==> src/rtl/corescore_stream_pkg.sv <==
// Shared constants and the stored entry format for the CoreScore byte stream FIFO.
package corescore_stream_pkg;

  localparam int BYTE_W        = 8;
  localparam int DEFAULT_DEPTH = 16;

  typedef struct packed {
    logic              last;
    logic [BYTE_W-1:0] data;
  } entry_t;

  localparam int ENTRY_W = $bits(entry_t);

endpackage

==> src/rtl/corescore_fifo_mem.sv <==
// Simple dual-port entry storage: synchronous write, asynchronous read (distributed RAM style).
module corescore_fifo_mem
  import corescore_stream_pkg::*;
#(
  parameter  int DEPTH = DEFAULT_DEPTH,
  localparam int AW    = $clog2(DEPTH)
) (
  input  logic               i_clk,
  input  logic               i_we,
  input  logic [AW-1:0]      i_waddr,
  input  logic [ENTRY_W-1:0] i_wdata,
  input  logic [AW-1:0]      i_raddr,
  output logic [ENTRY_W-1:0] o_rdata
);

  // Contents are deliberately left unreset; validity is tracked by the pointers.
  logic [ENTRY_W-1:0] mem_q [DEPTH];

  always_ff @(posedge i_clk) begin
    if (i_we) begin
      mem_q[i_waddr] <= i_wdata;
    end
  end

  assign o_rdata = mem_q[i_raddr];

endmodule

==> src/rtl/corescore_stream_fifo.sv <==
// Byte stream FIFO between the CoreScore producer and the UART emitter, with optional
// store-and-forward on tlast-delimited packets (PKT_MODE=1) or cut-through (PKT_MODE=0).
module corescore_stream_fifo
  import corescore_stream_pkg::*;
#(
  parameter int DEPTH    = DEFAULT_DEPTH,
  parameter int PKT_MODE = 1
) (
  input  logic                     i_clk,
  input  logic                     i_rst_n,
  input  logic [BYTE_W-1:0]        i_tdata,
  input  logic                     i_tlast,
  input  logic                     i_tvalid,
  output logic                     o_tready,
  output logic [BYTE_W-1:0]        o_tdata,
  output logic                     o_tlast,
  output logic                     o_tvalid,
  input  logic                     i_tready,
  output logic [$clog2(DEPTH):0]   o_level
);

  localparam int            AW       = $clog2(DEPTH);
  localparam int            PW       = AW + 1;
  localparam logic [PW-1:0] FULL_LVL = PW'(DEPTH);

  logic [PW-1:0]      wr_ptr_q, wr_ptr_d;
  logic [PW-1:0]      rd_ptr_q, rd_ptr_d;
  logic [PW-1:0]      level_q, level_d;
  logic [PW-1:0]      pkt_cnt_q, pkt_cnt_d;
  logic               flush_q, flush_d;
  logic               rdy_q, rdy_d;
  logic               wr_en, rd_en, vld;
  logic               wr_last, rd_last;
  logic [ENTRY_W-1:0] rd_bits;
  entry_t             head;

  corescore_fifo_mem #(
    .DEPTH (DEPTH)
  ) u_mem (
    .i_clk   (i_clk),
    .i_we    (wr_en),
    .i_waddr (wr_ptr_q[AW-1:0]),
    .i_wdata ({i_tlast, i_tdata}),
    .i_raddr (rd_ptr_q[AW-1:0]),
    .o_rdata (rd_bits)
  );

  assign head = entry_t'(rd_bits);

  // In packet mode the head is held back until a complete packet is stored, unless the
  // packet outgrew the buffer, in which case flush lets it stream out cut-through.
  always_comb begin
    if (PKT_MODE != 0) begin
      vld = (level_q != '0) && ((pkt_cnt_q != '0) || flush_q);
    end else begin
      vld = (level_q != '0);
    end
    wr_en   = i_tvalid && rdy_q;
    rd_en   = vld && i_tready;
    wr_last = wr_en && i_tlast;
    rd_last = rd_en && head.last;
  end

  always_comb begin
    wr_ptr_d  = wr_ptr_q;
    rd_ptr_d  = rd_ptr_q;
    level_d   = level_q;
    pkt_cnt_d = pkt_cnt_q;
    flush_d   = flush_q;

    if (wr_en) wr_ptr_d = wr_ptr_q + PW'(1);
    if (rd_en) rd_ptr_d = rd_ptr_q + PW'(1);

    case ({wr_en, rd_en})
      2'b10:   level_d = level_q + PW'(1);
      2'b01:   level_d = level_q - PW'(1);
      default: level_d = level_q;
    endcase

    case ({wr_last, rd_last})
      2'b10:   pkt_cnt_d = pkt_cnt_q + PW'(1);
      2'b01:   pkt_cnt_d = pkt_cnt_q - PW'(1);
      default: pkt_cnt_d = pkt_cnt_q;
    endcase

    if (rd_last) flush_d = 1'b0;
    if ((level_d == FULL_LVL) && (pkt_cnt_d == '0)) flush_d = 1'b1;

    // Ready is registered so it stays low through reset and has no path from i_tready.
    rdy_d = (level_d != FULL_LVL);
  end

  always_ff @(posedge i_clk or negedge i_rst_n) begin
    if (!i_rst_n) begin
      wr_ptr_q  <= '0;
      rd_ptr_q  <= '0;
      level_q   <= '0;
      pkt_cnt_q <= '0;
      flush_q   <= 1'b0;
      rdy_q     <= 1'b0;
    end else begin
      wr_ptr_q  <= wr_ptr_d;
      rd_ptr_q  <= rd_ptr_d;
      level_q   <= level_d;
      pkt_cnt_q <= pkt_cnt_d;
      flush_q   <= flush_d;
      rdy_q     <= rdy_d;
    end
  end

  assign o_tready = rdy_q;
  assign o_tvalid = vld;
  assign o_tdata  = vld ? head.data : '0;
  assign o_tlast  = vld && head.last;
  assign o_level  = level_q;

endmodule

==> config.mk <==
export PLATFORM = sky130hd
export DESIGN_NAME = corescore_stream_fifo
export DESIGN_NICKNAME = d
export VERILOG_FILES = /design/src/rtl/corescore_stream_pkg.sv /design/src/rtl/corescore_fifo_mem.sv /design/src/rtl/corescore_stream_fifo.sv
export SDC_FILE = /design/constraint.sdc
export NUM_CORES = 1
export LEC_CHECK = 0
export ABC_AREA = 1
export BUFFER_PORTS_ARGS = -buffer_cell sky130_fd_sc_hd__buf_2
export CORE_MARGIN = 10
export CORE_UTILIZATION = 60
export DETAILED_ROUTE_END_ITERATION = 8
export GPL_TIMING_DRIVEN = 0
export PLACE_DENSITY = 0.8
export SYNTH_ARGS = -nofsm -noshare
export SYNTH_HDL_FRONTEND = slang
export SYNTH_HIERARCHICAL = 1
export SYNTH_SLANG_ARGS = --single-unit
export TNS_END_PERCENT = 20
==> constraint.sdc <==
create_clock -name i_clk -period 2.9 [get_ports i_clk]
set_input_delay 0.725 -clock i_clk [delete_from_list [all_inputs] [get_ports i_clk]]
set_output_delay 0.725 -clock i_clk [all_outputs]
set_load 0.03 [all_outputs]
== Word-level counts from Yosys, hierarchy flattened ==
Memories as Yosys holds them, arrays and structs flattened.
Index checks and enable logic that the tools add are counted.

* Register bits: 22
* Bits in writable memories: 144
* Bits of input ports: 13
* Output and inout port bits: 16
* Word-level logic and storage cells: 38
* Memories kept: 1

{| class="wikitable"
|+ Memories
! memory !! words !! width !! rd ports !! clocked after Yosys merged registers in !! write ports !! line !! source
|-
| u_mem.mem_q || 16 || 9 || 1 || 0 || 1 || corescore_fifo_mem.sv:17 || <nowiki>logic [ENTRY_W-1:0] mem_q [DEPTH];</nowiki>
|}

* Add/sub/neg operators: 6
* Equal/unequal tests: 6
* Multiplexer cells: 7
* Reductions and logical operators: 12

{| class="wikitable"
|+ Operators by type and width
! kind !! number
|-
| 5-bit by 1-bit adder with 5-bit output (second input constant) || 4
|-
| 5-bit one-hot mux with 2 select lines || 2
|-
| 5-bit nonzero test || 2
|-
| 5-bit by 1-bit subtractor with 5-bit output (second input constant) || 2
|-
| 8-bit 2-to-1 mux || 1
|-
| 1-bit logical AND || 7
|-
| 5-bit equality test (second input constant) || 1
|-
| 5-bit logical NOT || 1
|-
| 5-bit inequality test (second input constant) || 1
|-
| 2-bit by 1-bit equality test with 1-bit output (second input constant) || 2
|-
| 2-bit equality test (second input constant) || 2
|-
| 1-bit 2-to-1 mux || 4
|-
| 2-bit nonzero test || 1
|-
| 1-bit logical OR || 1
|}

== Longest topological paths before layout ==
Gate-level depths: netlist of the first run.

* Depth after elaboration: 10
* Mapped depth: 24
* Mapped depth without buffers: 22

== Cells and area by module ==
The synthesis of the first run kept the hierarchy.

{| class="wikitable"
|+ Modules (own cells, without submodules)
! module !! times used !! cells an instance !! area an instance (sq um)
|-
| corescore_fifo_mem || 1 || 606 || 6322.3
|-
| corescore_stream_fifo || 1 || 185 || 1362.6
|}

== Worst setup path before layout of the first run ==
No wires, ideal clock.

* Path kind: reg-to-reg
* From: register level_q[1] (netlist: o_level[1])
* To: register flush_q
* Library setup time: 0.075 ns
* Data arrival time: 2.577 ns
* Slack: 0.248 ns
* Cell stages (with the launch flop): 20
* Buffers on the path: 1
* Clock period less this slack: 2.652 ns
* Path through: dfrtp_1 > nor2_1 > nand3_1 > nand2_2 > nor2_8 > ha_1 > buf_4 > xor2_1 > ha_1 > a21oi_1 > nor2_1 > nand2_1 > nand2_1 > nand2_1 > nand2_1 > a21oi_1 > nand4_1 > nor2_2 > nand3_1 > o21bai_2

* Elaborated cells on any way between the ends: 17

{| class="wikitable"
|+ RTL lines
! element !! line !! source
|-
| from (decl) || corescore_stream_fifo.sv:28 || <nowiki>logic [PW-1:0] level_q, level_d;</nowiki>
|-
| from (signal assigned) || corescore_stream_fifo.sv:104 || <nowiki>level_q <= level_d;</nowiki>
|-
| branches (longest 4 deep; another with 5-bit by 1-bit subtractor with 5-bit output) || -- ||
|-
| 5-bit one-hot mux with 2 select lines (*) || corescore_stream_fifo.sv:74 || <nowiki>case ({wr_en, rd_en})</nowiki>
|-
| via level_d[4] || corescore_stream_fifo.sv:28 ||
|-
| 5-bit equality test (*) || corescore_stream_fifo.sv:87 || <nowiki>if ((level_d == FULL_LVL) && (pkt_cnt_d == '0)) flush_d = 1'b1;</nowiki>
|-
| 1-bit logical AND (*) || corescore_stream_fifo.sv:87 ||
|-
| 1-bit 2-to-1 mux / 2-bit nonzero test (equally long branches) || -- ||
|-
| to (signal assigned) || corescore_stream_fifo.sv:106 || <nowiki>flush_q <= flush_d;</nowiki>
|-
| to (decl) || corescore_stream_fifo.sv:30 || <nowiki>logic flush_q, flush_d;</nowiki>
|}

Mark *: on every way through the listed nets, which the timed path passes.
A chain may end at the register's enable or synchronous reset.

==> out/qor.txt, run 1 <==
Status - complete, no violations
Net switching share of the total power - 0.402
Final worst path period share - 0.992
PwrDens - 1180 nW/µm²
Vias in the first global route - 5374
Post-DP Area - 8040 µm²
Post-route cell area - 9030 µm²
Overflow after GRT - 0
Crit Path Category - register to output port
Period minus WS final - 2.88 ns
Port Buffer Count - 28
Capturing point of the worst reg2reg path - flush_q
Reg2Reg Depth - 19
Placed insts - 991
Place WS - -0.294 ns
H-tree Lvls - 4
Sequential share of power - 0.299
Synth Net Count - 811
Power, Total - 10.7 mW
Final Worst Setup Slack - 0.0244 ns
Initial antenna violation count - 0
Crit-path slowest cell - dfrtp_1
RSZ-0062 raised after global routing - true
Pint - 6.39 mW
Global-route wire length before repair - 29100 µm
Post-synthesis cell area - 7680 µm²
Core Area - 12600 µm²
CP startpoint kind - register
Initial core utilization - 0.611
Die Y - 133 µm
Syn Area/Cell - 9.72 µm²
Fraction of layout cells with a size suffix above 1 - 0.159
FF+latch count, synth - 164
Final Non-Filler Cells - 1036
Arrival time worst endpoint - 2.15 ns
Ys Warns - 6
Routed vias/inst - 5.57
Crit path max fanout - 10
Longest Clk Path Bufs - 2
Psw - 4.29 mW
Comb pwr share - 0.455
CTS Sinks - 164
Slew HR - 0.366
Worst-path clk slew - 0.06 ns
Clock Power Share - 0.246
Synthesized instance count - 791
Peak per-stage delay on the critical path - 0.39 ns
DRC - 0
Pleak - 4.07 nW
Skew final - 0.00634 ns
Cell variety after synth - 30
Hold Path Class - input port to asynchronous set/reset pin
Vias - 5775
GRT Util Overall - 0.215
Layout area overhead - 17.5%
Maximum vdd ir drop - 1070 µV
Root buffer cell - clkbuf_16
RR Startpoint - rd_ptr_q[0]
IO Pins - 29
CP Capture Type - output port
Row cnt - 41
DP Wirelength - 12400 µm
Filler Cells Inserted - 883
Commonest non-fill, non-tap cell in the layout - nand2_1
Routed wire length - 19300 µm
Worst-Skew Late Latency - 0.43 ns
Largest net degree at the start of global routing - 21
FF-to-FF setup slack - 0.13 ns
Initial DRC Count - 587
Layout net count - 871
Peak Freq - 348 MHz
Die width - 133 µm
Setup_tns - 0 ns
TritonCTS clock tree - yes
Crit-path cells - buf_6, buf_4, buf_8, nand2_1, nand3_1, nand3_1, nand3_2, nand2_1, inv_1, nor2_2, buf_6
Worst Max-Slew Pin Slew - 0.948 ns
Number of CTS-inserted buffers - 17
Sequential area share after synthesis - 0.628
Max Slew Vio Count - 0
First drt pass iteration count - 5
Max Cap Viol - 0
Wirelength per Cell - 18.6 µm
ANT nets after route - 0
Die Area - 17700 µm²
CP Data Required Time - 2.17 ns
Gpl congestion - 0.930
Commonest cells after routing, fill and taps aside - nand2_1 (239), edfxtp_1 (144), inv_1 (141), nand3_1 (114), nor2_1 (35)
Final setup fails - 0
Hold Vio Cnt, Final - 0
## state kept, by name (all words and copies together), names as in the netlist
name and cells:
rd_ptr_q 4, u_mem/mem_q 144, o_level 5, pkt_cnt_q 5, flush_q 1, o_tready 1, wr_ptr_q 4
## routing by layer
| layer | track usage | part of all wire | vias up |
|---|---|---|---|
| li1 | - | - | 2661 |
| met1 | 0.277 | 0.38 | 2716 |
| met2 | 0.345 | 0.49 | 340 |
| met3 | 0.0508 | 0.10 | 58 |
| met4 | 0.0840 | 0.027 | 0 |
| met5 | 0 | 0 | - |
## cell usage after synthesis, drive strengths merged
library cell / n / share of area
a21oi: 3 / 0.0020
buf: 28 / 0.028
clkinv: 1 / 0.00049
dfrtp: 20 / 0.065
edfxtp: 144 / 0.56
ha: 7 / 0.011
inv: 147 / 0.073
nand2: 246 / 0.12
nand3: 124 / 0.083
nand3b: 4 / 0.0039
nand4: 5 / 0.0049
nor2: 42 / 0.023
o21ai: 7 / 0.0050
o21bai: 1 / 0.0015
xnor2: 7 / 0.0080
xor2: 5 / 0.0057
## how the worst max path moves through the flow
| stage | from | endpoint | slack [ns] | cells past startpoint |
|---|---|---|---|---|
| 2_1_floorplan | o_level[1] | flush_q | 0.25 | 19 |
| 3_3_place_gp | rd_ptr_q[1] | flush_q | -0.19 | 17 |
| 3_5_place_dp | rd_ptr_q[1] | flush_q | -0.29 | 17 |
| 4_1_cts | rd_ptr_q[2] | flush_q | 0.007 | 17 |
| 5_1_grt | rd_ptr_q[0] | flush_q | -0.06 | 19 |
| 6_report | rd_ptr_q[0] | o_tdata[5] | 0.02 | 11 |
## power groups by stage
stage / registers (mW) / logic, mW / clock network [mW]
finish: 3.19 / 4.86 / 2.63
global route: 3.22 / 5.23 / 2.74
CTS: 3.18 / 4.37 / 2.64
detailed placement: 3.22 / 4.21 / 0
global placement: 3.20 / 4.08 / 0
floorplan: 3.24 / 2.92 / 0
## cells by family (layout without fill, tap and decap cells)
group / after synthesis / in the layout / share of synthesized area
XOR/XNOR: 12 / 12 / 0.0137
AND/OR/NAND/NOR: 421 / 421 / 0.237
other: 0 / 1 / 0
buffers and inverters: 176 / 248 / 0.102
AO/OA/AOI/OAI: 11 / 11 / 0.00846
adder cells (fa/ha/maj): 7 / 7 / 0.0114
flip-flops: 164 / 164 / 0.628
## stage by stage
| stage | util | hold slack [ns] |
|---|---|---|
| after global placement | 0.640 | 0.482 |
| after global routing | 0.718 | 0.270 |
| after floorplan | - | 0.429 |
| after CTS | 0.699 | 0.248 |
| after detailed placement | 0.640 | 0.494 |
| final | 0.719 | 0.247 |
## cell type report
type	instances	area (µm²)	area share
diodes	1	2.50	0.000277
plain buffers	28	287	0.0317
clock buffers	19	433	0.0479
clock inverters	12	258	0.0285
inverters	148	577	0.0639
multi-input cells	451	2180	0.241
flip-flops and latches	164	4830	0.535
well taps	172	215	0.0238
repair buffers	41	254	0.0281
## worst max-delay path: cells and delay by family (launching register included)
| kind | cells | cell delay (ns) |
|---|---|---|
| buffers and inverters | 5 | 0.67 |
| flip-flops | 1 | 0.39 |
| AND/OR/NAND/NOR | 6 | 0.65 |
## repair_timing
item                       4_1_cts  5_1_grt
setup endpoints to repair       10       10
hold buffers                     0        0
pin swaps                        1        9
gates resized for setup         15       49
gates cloned                     0        0
setup buffers                    2       11
Power figures use the tool's default switching activity.
==> run 2: changes to the inputs <==
- CORE_UTILIZATION: 60 -> 55
- PLACE_DENSITY: 0.8 -> 0.78
- SYNTH_HIERARCHICAL: 1 -> unset
- clock period: 2.9 -> 2.4 ns (I/O delays scaled with it)
==> out/qor.txt, run 2 <==
Initial antenna violation count - 0
Vias in the first global route - 5283
Commonest non-fill, non-tap cell in the layout - nand2_1
CP Capture Type - output port
Worst-Skew Late Latency - 0.43 ns
Syn Area/Cell - 11.8 µm²
Post-DP Area - 7500 µm²
Fraction of layout cells with a size suffix above 1 - 0.308
Post-route cell area - 9010 µm²
Routed wire length - 20600 µm
Crit path max fanout - 5
Final Worst Setup Slack - -0.493 ns
Ys Warns - 0
CP Data Required Time - 1.80 ns
Number of CTS-inserted buffers - 17
Most frequent cell after synthesis - nand2_1
Root buffer cell - clkbuf_16
First drt pass iteration count - 5
PwrDens - 1470 nW/µm²
Initial DRC Count - 772
Antenna diodes - 0
Cell taking the most area after synthesis - edfxtp_1
Status - complete, but fails checks
CP startpoint kind - register
Routed vias/inst - 6.31
H-tree Lvls - 4
FF+latch count, synth - 164
Final Hold Slack - 0.121 ns
Vias - 5433
Die width - 134 µm
Power, Total - 13.3 mW
Hold Vio Cnt, Final - 0
Global-route wire length before repair - 28900 µm
Period minus WS final - 2.89 ns
Die Area - 17800 µm²
Most frequent cells after synthesis - nand2_1 (159), edfxtp_1 (144), a21oi_1 (58)
FFs w/ async S/R, synth - 0.122
Maximum vdd ir drop - 932 µV
Layout net count - 699
Peak Freq - 346 MHz
Synth Net Count - 624
Commonest cells after routing, fill and taps aside - nand2_1 (153), edfxtp_1 (144), a21oi_1 (50), inv_1 (27), buf_4 (27)
Layout area overhead - 27.2%
RSZ-0062 raised after global routing - true
Initial core utilization - 0.561
Largest net degree at the start of global routing - 21
Hold Path Class - input port to asynchronous set/reset pin
Core Area - 12600 µm²
Post-CTS Hold Fix Bufs - 0
Cell variety after synth - 35
Crit Path Category - register to output port
Final worst path period share - 1.21
Number of flops mapped to enable cells by yosys - 144
TritonCTS clock tree - yes
Arrival time worst endpoint - 2.29 ns
GRT Util Overall - 0.209
Failing checks - setup timing
Port Buffer Count - 28
Max Slew Vio Count - 0
Worst-path clk slew - 0.06 ns
FF-to-FF setup slack - -0.42 ns
Setup_tns - -4.29 ns
ANT nets after route - 0
IO Pins - 29
Pleak - 3.42 nW
Max reg flops - 144
Top cell type's share of synthesized area - 0.610
Gpl congestion - 0.892
Wirelength per Cell - 23.9 µm
Die Y - 134 µm
DP Wirelength - 10800 µm
Synth top area cells - edfxtp_1 (61%), nand2_1 (8.4%), dfrtp_1 (7.1%)
Final setup fails - 12
Longest Clk Path Bufs - 2
Biggest register - u_mem.mem_q
Skew final - 0.0112 ns
CTS Sinks - 164
DRC - 0
Worst Max-Slew Pin Slew - 0.989 ns
Row cnt - 41
Post-synthesis cell area - 7090 µm²
Synthesized instance count - 602
Overflow after GRT - 0
Slew HR - 0.338
Sequential area share after synthesis - 0.681
Primary FF master, synth - edfxtp_1
Max Cap Viol - 0
==> run 2: timing repair <==
item	CTS	global route
resized for setup	111	63
buffers inserted	18	5
gates cloned	4	3
pin swaps	13	21
endpoints found under the setup margin	12	15
==> run 2: report_power, final <==
part           leakage (nW)  internal (mW)  switching [mW]
clock                 0.270           1.43            1.16
sequential             1.53           3.54           0.305
combinational          1.62           2.72            4.13
total                  3.42           7.70            5.59
==> run 2: cell families (layout without fill, tap and decap cells) <==
family                     Yosys count  count (layout)  share of synthesized area
AOI/OAI and AO/OA                  113             113                     0.0989
xor gates and xnor gates            12              12                     0.0148
adders and majority gates            9               9                     0.0159
buffers and inverters               63             150                     0.0364
DFF                                164             164                      0.681
and+or+nand+nor                    241             241                      0.153
==> run 2: worst paths after layout <==
| path | startpoint | endpoint | cells past startpoint |
|---|---|---|---|
| min in group i_clk | flush_q | flush_q | 2 |
| min reg2reg | flush_q | flush_q | 2 |
| max | rd_ptr_q[0] | o_tdata[6] | 8 |
| max in group asynchronous | i_rst_n | o_level[2] | 1 |
| min | i_rst_n | o_tready | 1 |
| max reg2reg | rd_ptr_q[0] | flush_q | 20 |
==> run 2: worst max-delay path: stages, from the launching register on <==
cell and delay [ns]:
dfrtp_2 0.41, buf_6 0.16, buf_8 0.15, clkbuf_16 0.15, a21oi_2 0.06, a221oi_2 0.39, nor3_2 0.09, a211oi_2 0.24
buf_4 0.22
==> run 2: layout make-up <==
| type | instances | area [µm²] |
|---|---|---|
| Sequential cell | 164 | 4830 |
| Buffer | 28 | 410 |
| Fill cell | 769 | 3610 |
| Inverter | 33 | 133 |
| Clock buffer | 17 | 425 |
| Clock inverter | 14 | 128 |
| Tap cell | 172 | 215 |
| Timing Repair Buffer | 58 | 503 |
| Multi-Input combinational cell | 375 | 2360 |
==> run 2: routing by layer <==
metal	track usage	vias to the layer above	part of all wire	wire length [µm]
met2	0.344	398	0.50	10300
li1	-	2308	-	-
met5	0	-	0	0
met4	0.0949	0	0.033	671
met1	0.254	2662	0.37	7560
met3	0.0556	65	0.099	2040
==> run 2: metrics by stage <==
step,util,cells,setup WS (ns)
6_report,0.714,861,-0.493
5_1_grt,0.714,861,-0.603
4_1_cts,0.689,854,-0.405
3_5_place_dp,0.594,802,-0.555
3_3_place_gp,0.594,802,-0.553
2_1_floorplan,-,602,-0.0491
==> run 3: changes to the inputs <==
- CORE_UTILIZATION: 55 -> 56
- PLACE_DENSITY: 0.78 -> 0.79
- SYNTH_HIERARCHICAL: unset -> 1
==> out/qor.txt, run 3 (same netlist as run 1, synthesis figures left out) <==
Final worst path period share - 1.12
Routed vias/inst - 5.58
Status - complete, but fails checks
Die width - 137 µm
PwrDens - 1430 nW/µm²
CTS Sinks - 164
RR Startpoint - rd_ptr_q[0]
Core Area - 13300 µm²
Layout area overhead - 24.6%
Worst-path clk slew - 0.06 ns
First drt pass iteration count - 5
Worst Max-Slew Pin Slew - 1.08 ns
Hold Vio Cnt, Final - 0
Commonest cells after routing, fill and taps aside - nand2_1 (211), edfxtp_1 (144), inv_1 (140), nand3_1 (70), nand3_2 (51)
Commonest non-fill, non-tap cell in the layout - nand2_1
CP Data Required Time - 1.80 ns
CP startpoint kind - register
Post-CTS Hold Fix Bufs - 0
Gpl congestion - 0.924
Slew HR - 0.278
Peak Freq - 374 MHz
Final setup fails - 12
Arrival time worst endpoint - 2.08 ns
GRT Util Overall - 0.212
RSZ-0062 raised after global routing - true
ANT nets after route - 0
Pleak - 4.26 nW
Biggest register - u_mem/mem_q
Initial DRC Count - 776
Die Y - 137 µm
Wirelength per Cell - 19.2 µm
Max Slew Vio Count - 0
TritonCTS clock tree - yes
Longest Clk Path Bufs - 2
Placed insts - 995
Initial core utilization - 0.576
Overflow after GRT - 0
FF-to-FF setup slack - -0.22 ns
Fraction of layout cells with a size suffix above 1 - 0.264
Period minus WS final - 2.68 ns
Maximum vdd ir drop - 650 µV
Routed wire length - 20300 µm
Crit path max fanout - 10
IO Pins - 29
Vias - 5890
Initial antenna violation count - 0
Largest net degree at the start of global routing - 21
Row cnt - 42
Setup_tns - -2.49 ns
DRC - 0
CP Capture Type - output port
Capturing point of the worst reg2reg path - flush_q
Hold Path Class - input port to asynchronous set/reset pin
Global-route wire length before repair - 29700 µm
Skew final - 0.00437 ns
Reg2Reg Depth - 18
Root buffer cell - clkbuf_16
Port Buffer Count - 28
Number of CTS-inserted buffers - 17
Failing checks - setup timing
Final Worst Setup Slack - -0.276 ns
Final Hold Slack - 0.112 ns
Die Area - 18800 µm²
Final Non-Filler Cells - 1055
Antenna diodes - 0
Crit Path Category - register to output port
DP Wirelength - 11900 µm
H-tree Lvls - 4
Vias in the first global route - 5512
Max reg flops - 144
Max Cap Viol - 0
Worst-Skew Late Latency - 0.43 ns
Layout net count - 886
Final standard cell utilization of the core - 0.718
[run 3: changes by cell type in the layout (fill, tap and decap cells not counted), sizes merged, moves of 6 or more]
cell / previous run / this run
buf: 69 / 83
clkbuf: 33 / 19
nor3: 6 / 0
a221oi: 12 / 0
a32o: 8 / 0
inv: 37 / 148
nand3: 32 / 124
nor2: 29 / 42
nand2: 163 / 246
o21ai: 15 / 7
a22oi: 12 / 0
a21oi: 58 / 3
a211oi: 8 / 0
[run 3: worst max path at each step]
stage / start / endpoint / cells after the start
after global placement: rd_ptr_q[1] / flush_q / 17
after CTS: rd_ptr_q[0] / o_tlast / 11
after detailed placement: rd_ptr_q[1] / flush_q / 17
final: rd_ptr_q[0] / o_tlast / 10
after floorplan: o_level[1] / flush_q / 18
after global routing: pkt_cnt_q[1] / flush_q / 16
[run 3: stage by stage]
stage	setup slack, ns	power (mW)	instance area (µm²)
global route	-0.336	14.2	9580
floorplan	-0.0304	7.50	7720
CTS	-0.215	12.8	9260
global placement	-0.646	8.84	8090
finish	-0.276	13.7	9580
detailed placement	-0.653	8.96	8090
[run 3: area by class of cell]
| cell class | count | area, µm² |
|---|---|---|
| Sequential cell | 164 | 4830 |
| Inverter | 148 | 588 |
| Buffer | 26 | 309 |
| Timing Repair inverter | 1 | 11.3 |
| Tap cell | 176 | 220 |
| Multi-Input combinational cell | 451 | 2510 |
| Clock inverter | 13 | 159 |
| Timing Repair Buffer | 57 | 513 |
| Fill cell | 867 | 3770 |
| Clock buffer | 19 | 433 |
[run 3: repair_timing]
item | in CTS | in global routing
endpoints found under the setup margin | 16 | 15
cloned | 6 | 0
gates resized for setup | 104 | 56
setup buffers | 12 | 13
pin swaps | 51 | 36
[run 3: power breakdown]
| group | switching, mW | internal (mW) |
|---|---|---|
| Combinational | 4.38 | 2.71 |
| Clock | 1.08 | 1.63 |
| Sequential | 0.279 | 3.58 |
| Total | 5.74 | 7.92 |
[run 3: worst max-delay path, stage by stage (launching register included)]
cell and delay, ns:
dfrtp_2 0.44, buf_12 0.16, buf_4 0.18, nand2_1 0.09
nand3_1 0.10, nand3_2 0.11, nand3_4 0.10, nand2_4 0.13
inv_2 0.07, nor2_1 0.11, buf_4 0.17
[run 3: metal layers]
metal | vias to the layer above | part of all wire | track usage
met5 | - | 0 | 0
met4 | 0 | 0.042 | 0.101
met3 | 66 | 0.089 | 0.0495
met2 | 340 | 0.49 | 0.344
met1 | 2789 | 0.37 | 0.262
li1 | 2695 | - | -
